--- config.mk ---
export PLATFORM = sky130hd
export DESIGN_NAME = rip_ro_counter
export DESIGN_NICKNAME = d
export VERILOG_FILES = /design/src/rtl/rip_ro_pkg.sv /design/src/rtl/rip_sync_ff.sv /design/src/rtl/rip_ro_counter.sv
export SDC_FILE = /design/constraint.sdc
export NUM_CORES = 1
export LEC_CHECK = 0
export ABC_AREA = 0
export CAP_MARGIN = 20
export CORE_UTILIZATION = 39
export DETAILED_ROUTE_END_ITERATION = 8
export GPL_TIMING_DRIVEN = 0
export SLEW_MARGIN = 25
export SYNTH_ARGS = -nofsm -noshare
export SYNTH_HDL_FRONTEND = slang
export SYNTH_HIERARCHICAL = 1
export SYNTH_SLANG_ARGS = --single-unit
--- constraint.sdc ---
create_clock -name clk -period 3.53 [get_ports clk]
set_input_delay 0.353 -clock clk [delete_from_list [all_inputs] [get_ports clk]]
set_output_delay 0.353 -clock clk [all_outputs]
set_load 0.02 [all_outputs]
--- src/rtl/rip_ro_pkg.sv ---
// rip_ro_pkg: shared types for the ring-oscillator measurement stage.
// Holds the FSM encoding and synchroniser defaults.
package rip_ro_pkg;

  typedef enum logic [1:0] {
    IDLE    = 2'd0,
    WARMUP  = 2'd1,
    MEASURE = 2'd2,
    HOLD    = 2'd3
  } ro_state_e;

  localparam int RO_SYNC_DEFAULT = 2;

  // bits needed to count 0..max(a,b)-1
  function automatic int ro_cnt_w(input int a, input int b);
    int m;
    m = (a > b) ? a : b;
    return (m < 2) ? 1 : $clog2(m);
  endfunction

endpackage

--- src/rtl/rip_sync_ff.sv ---
// rip_sync_ff: multi-stage synchroniser for an asynchronous level.
// Reusable for any single-bit input crossing into clk.
module rip_sync_ff #(
  parameter int STAGES = 2
) (
  input  logic clk,
  input  logic rst,
  input  logic d,
  output logic q
);

  (* ASYNC_REG = "TRUE" *) logic [STAGES-1:0] ff;

  // shift the raw input through the flop chain
  always_ff @(posedge clk or posedge rst) begin
    if (rst) begin
      ff <= '0;
    end else begin
      ff <= {ff[STAGES-2:0], d};
    end
  end

  assign q = ff[STAGES-1];

endmodule

--- src/rtl/rip_ro_counter.sv ---
// rip_ro_counter: gates a ring oscillator and counts its rising edges.
// Optional TRNG outputs (rnd_bit, rnd_raw) under macro RIP_RO_TRNG_EN.
module rip_ro_counter
  import rip_ro_pkg::*;
#(
  parameter int WINDOW_CYCLES = 1024,
  parameter int WARMUP_CYCLES = 16,
  parameter int COUNT_W       = 16,
  parameter int SYNC_STAGES   = RO_SYNC_DEFAULT
) (
  input  logic               clk,
  input  logic               rst,
  input  logic               start,
  input  logic               ro_in,
  output logic               ro_en,
  output logic               busy,
  output logic [COUNT_W-1:0] count,
  output logic               sat,
  output logic               valid,
  input  logic               ready
`ifdef RIP_RO_TRNG_EN
  ,
  output logic               rnd_bit,
  output logic               rnd_raw
`endif
);

  localparam int PW = ro_cnt_w(WINDOW_CYCLES, WARMUP_CYCLES);
  localparam logic [PW-1:0] WARM_LAST = PW'(WARMUP_CYCLES - 1);
  localparam logic [PW-1:0] WIN_LAST  = PW'(WINDOW_CYCLES - 1);
  localparam logic [COUNT_W-1:0] CMAX = '1;

  ro_state_e state;
  ro_state_e nstate;

  logic [PW-1:0]      phase;
  logic               ro_s;
  logic               ro_prev;
  logic               e;
  logic [COUNT_W-1:0] ecnt;
  logic               esat;
  logic               go;
  logic               win_start;
  logic               win_end;
  logic               take;

  rip_sync_ff #(
    .STAGES (SYNC_STAGES)
  ) u_sync (
    .clk (clk),
    .rst (rst),
    .d   (ro_in),
    .q   (ro_s)
  );

  assign e         = ro_s & ~ro_prev;
  assign go        = (state == IDLE) && start;
  assign win_start = (state == WARMUP) && (phase == WARM_LAST);
  assign win_end   = (state == MEASURE) && (phase == WIN_LAST);
  assign take      = valid && ready;

  // state register
  always_ff @(posedge clk or posedge rst) begin
    if (rst) begin
      state <= IDLE;
    end else begin
      state <= nstate;
    end
  end

  // next-state decode
  always_comb begin
    nstate = state;
    unique case (state)
      IDLE:    if (start)     nstate = WARMUP;
      WARMUP:  if (win_start) nstate = MEASURE;
      MEASURE: if (win_end)   nstate = HOLD;
      HOLD:    if (take)      nstate = IDLE;
      default:                nstate = IDLE;
    endcase
  end

  // output decode
  always_comb begin
    busy = (state != IDLE);
  end

  // cycle counter for warmup and window, cleared on every phase change
  always_ff @(posedge clk or posedge rst) begin
    if (rst) begin
      phase <= '0;
    end else if (go || win_start || win_end) begin
      phase <= '0;
    end else if (state == WARMUP || state == MEASURE) begin
      phase <= phase + 1'b1;
    end
  end

  // oscillator enable spans warmup and measure only
  always_ff @(posedge clk or posedge rst) begin
    if (rst) begin
      ro_en <= 1'b0;
    end else if (go) begin
      ro_en <= 1'b1;
    end else if (win_end) begin
      ro_en <= 1'b0;
    end
  end

  // saturating rising-edge counter, live only inside the window
  always_ff @(posedge clk or posedge rst) begin
    if (rst) begin
      ro_prev <= 1'b0;
      ecnt    <= '0;
      esat    <= 1'b0;
    end else begin
      ro_prev <= ro_s;
      if (win_start) begin
        ecnt <= '0;
        esat <= 1'b0;
      end else if (state == MEASURE && e) begin
        if (ecnt == CMAX) begin
          esat <= 1'b1;
        end else begin
          ecnt <= ecnt + 1'b1;
        end
      end
    end
  end

  // result capture on the first HOLD cycle, held until accepted
  always_ff @(posedge clk or posedge rst) begin
    if (rst) begin
      valid <= 1'b0;
      count <= '0;
      sat   <= 1'b0;
    end else if (state == HOLD && !valid) begin
      valid <= 1'b1;
      count <= ecnt;
      sat   <= esat;
    end else if (take) begin
      valid <= 1'b0;
    end
  end

`ifdef RIP_RO_TRNG_EN
  // parity of the count with the result, raw level at window close
  always_ff @(posedge clk or posedge rst) begin
    if (rst) begin
      rnd_bit <= 1'b0;
      rnd_raw <= 1'b0;
    end else begin
      if (state == HOLD && !valid) begin
        rnd_bit <= ^ecnt;
      end
      if (win_end) begin
        rnd_raw <= ro_s;
      end
    end
  end
`endif

endmodule
==> summary.txt <==
==============================================================================
CTS tree ........................................................        built
Post-layout min period ..........................................      2.08 ns
Avg Cell Area, Syn ..............................................     11.1 µm²
Kind of start point of the critical path ........................     register
Antenna violations before repair ................................            0
Total negative setup slack ......................................         0 ns
Post-CTS setup buffer count .....................................            0
Average via count per standard cell .............................         5.22
Pleak ...........................................................      1.26 nW
Floorplan row count .............................................           28
Number of instances resized during post-cts repair ..............            0
Fin nets ........................................................          261
Commonest non-fill, non-tap cell in the layout ..................      dfrtp_1
Number of standard cells in the layout, taps in and fillers out .          325
Pwr per Cell Area ...............................................   559 nW/µm²
Total of hold buffers inserted after clock tree synthesis .......            0
Largest net degree at the start of global routing ...............           50
Gr ovfl total ...................................................            0
Commonest cells after routing, fill and taps aside .............. 51 x dfrtp_1, 29 x nor2_1, 24 x clkdlybuf4s50_1
Commonest register cell after synthesis .........................      dfrtp_1
#FFs+latches synth ..............................................           51
Post-synthesis instance total ...................................          218
Level count of the clock H-tree .................................            2
Area delta synth->final .........................................        17.3%
Outcome ......................................................... finished clean
RSZ-0062 raised after global routing ............................           no
Placed Instances ................................................          317
Slew at the pin with the worst max-slew slack ...................     0.635 ns
Final HPWL DP ...................................................      3.20 mm
CTS root buf ....................................................     clkbuf_8
Largest fanout on the critical path .............................            4
Global-route wire length before repair ..........................      7.91 mm
Port bufs .......................................................           24
Count of unique library cells instantiated by Yosys .............           45
Share of cells above drive strength 1 ...........................        0.128
First-iteration detailed-routing DRC count ......................           49
Nature of the critical path endpoint ............................   output pin
Max Cap Violations ..............................................            0
Worst-case headroom to the max-slew limit .......................        0.577
Fin. max-slew vios ..............................................            0
Number of sinks on the clock net ................................           51
Iteration count of the initial detailed-routing pass ............            4
Class of the worst hold path .................................... primary input to async pin
Average wire length per cell after detail routing ...............      13.8 µm
Remaining design rule violation count ...........................            0
Routed Wire Length ..............................................      4.48 mm
Fraction of the yosys area taken by sequential cells ............        0.526
Vias post-DR ....................................................         1695
Die footprint ...................................................     6540 µm²
Clock insertion delay at the later pin of the skew report .......      0.31 ns
Startpoint-to-endpoint class of the critical path ............... register to output pin
Fin crit share ..................................................        0.589
Starting density of the core ....................................        0.407
Post-synthesis net count ........................................          230
Number of routed nets with antenna violations ...................            0
Required time of the critical path ..............................      3.18 ns
Die Width .......................................................      80.9 µm
Fin area ........................................................     2850 µm²
Highest attainable clock frequency ..............................    0.481 GHz
Final setup fails ...............................................            0
FFs w/ async S/R, synth .........................................         1.00
Worst-case clock skew ...........................................   0.00811 ns
Post-place instance area ........................................     2760 µm²
Final hold violation count ......................................            0
Yosys synthesis warning count ...................................            6
Standard cell core area .........................................     5960 µm²
Endpoint arrival time on the critical path ......................      1.73 ns
Vias in the first global route ..................................         1678
Worst vdd ir ....................................................     0.325 mV
Vert. Die Dim ...................................................      80.9 µm
Total standard cell area after synthesis ........................     2430 µm²
Number of antenna repair diodes .................................            0
Clock transition at path regs ...................................      0.09 ns
Maximum count of clock buffers along a single path ..............            2
Aggregate global-route resource usage ...........................        0.161
Number of buffers created by CTS ................................            5
Number of ports placed on the die boundary ......................           25
Post-synth EDFFs ................................................            0
GPL Wtd Cong ....................................................        0.772
==============================================================================
==> metal layers <==
metal / vias up / track usage / wire (µm)
met4: 0 / 0.0482 / 37
met2: 30 / 0.268 / 2250
met5: - / 0 / 0
li1: 816 / - / -
met1: 846 / 0.206 / 2070
met3: 3 / 0.0382 / 128
==> where the power goes <==
| group | total (mW) | switching [mW] | internal, mW |
|---|---|---|---|
| sequential | 0.748 | 0.0816 | 0.666 |
| combinational | 0.510 | 0.276 | 0.234 |
| clock | 0.333 | 0.196 | 0.136 |
| total | 1.59 | 0.554 | 1.04 |
==> stage by stage <==
stage	power (mW)	hold slack, ns	utilization	worst slack, ns
2_1_floorplan	1.11	0.0942	-	1.76
3_3_place_gp	1.27	0.333	0.463	0.962
3_5_place_dp	1.28	0.337	0.464	1.53
4_1_cts	1.62	0.272	0.478	1.44
5_1_grt	1.71	0.287	0.478	1.33
6_report	1.59	0.274	0.478	1.45
==> area by class of cell <==
class,count,area [µm²]
clock buffer,5,68.8
sequential,51,1280
timing repair buffer,24,240
buffer,6,27.5
clock inverter,3,15.0
multi-input combinational,151,1080
inverter,10,40.0
fill,594,3110
tap,75,93.8
==> cell usage after synthesis (2+ instances only) <==
cell | count | area share
clkbuf_1 | 3 | 0.0046
nand3_1 | 6 | 0.012
xnor2_1 | 14 | 0.051
nor3_1 | 3 | 0.0062
nor4_1 | 4 | 0.010
mux2i_1 | 3 | 0.012
a21oi_1 | 5 | 0.010
nor2_1 | 29 | 0.045
ha_1 | 7 | 0.036
xor2_1 | 7 | 0.025
and3_1 | 4 | 0.010
a211oi_1 | 3 | 0.0093
nand2b_1 | 2 | 0.0052
mux2_2 | 13 | 0.060
inv_1 | 10 | 0.015
nand2_1 | 16 | 0.025
o21ai_0 | 4 | 0.0083
nand4_1 | 8 | 0.021
dfrtp_1 | 51 | 0.53
==> sequential cells by signal, indices dropped and copies added, names as in the netlist <==
name / flops
count: 16
u_sync/ff: 2
esat: 1
ecnt: 16
ro_prev: 1
sat: 1
state: 2
phase: 10
ro_en: 1
valid: 1
==> critical path, cell delays in order (launching register included) <==
cell             delay (ns)
dfrtp_1                0.41
inv_1                  0.10
ha_1                   0.23
inv_1                  0.08
clkdlybuf4s50_1        0.60
==> cell families (layout without fill, tap and decap cells) <==
group | Yosys count | in the layout | share of synthesized area
AOI/OAI and AO/OA | 21 | 21 | 0.0676
adders and majority gates | 7 | 7 | 0.0361
DFF | 51 | 51 | 0.526
xor gates and xnor gates | 21 | 21 | 0.0758
muxes | 17 | 17 | 0.0774
buffers and inverters | 16 | 48 | 0.0268
and+or+nand+nor | 85 | 85 | 0.190
==> path summary, 6_finish.rpt <==
check | cells after the start | slack, ns | end | start
worst min register to register | 0 | 0.36 | u_sync/ff[1]$_DFF_PP0_ | u_sync/ff[0]$_DFF_PP0_
max in group asynchronous | 2 | 2.64 | count[11]$_DFFE_PP0P_ | rst
min in group clk | 0 | 0.36 | u_sync/ff[1]$_DFF_PP0_ | u_sync/ff[0]$_DFF_PP0_
worst min-delay path | 2 | 0.27 | u_sync/ff[0]$_DFF_PP0_ | rst
worst max register to register | 7 | 1.53 | ecnt[9]$_DFFE_PP0P_ | state[0]$_DFFE_PP0P_
worst max-delay path | 4 | 1.45 | busy | state[0]$_DFFE_PP0P_
No activity file was read; power rests on OpenSTA's default activity.
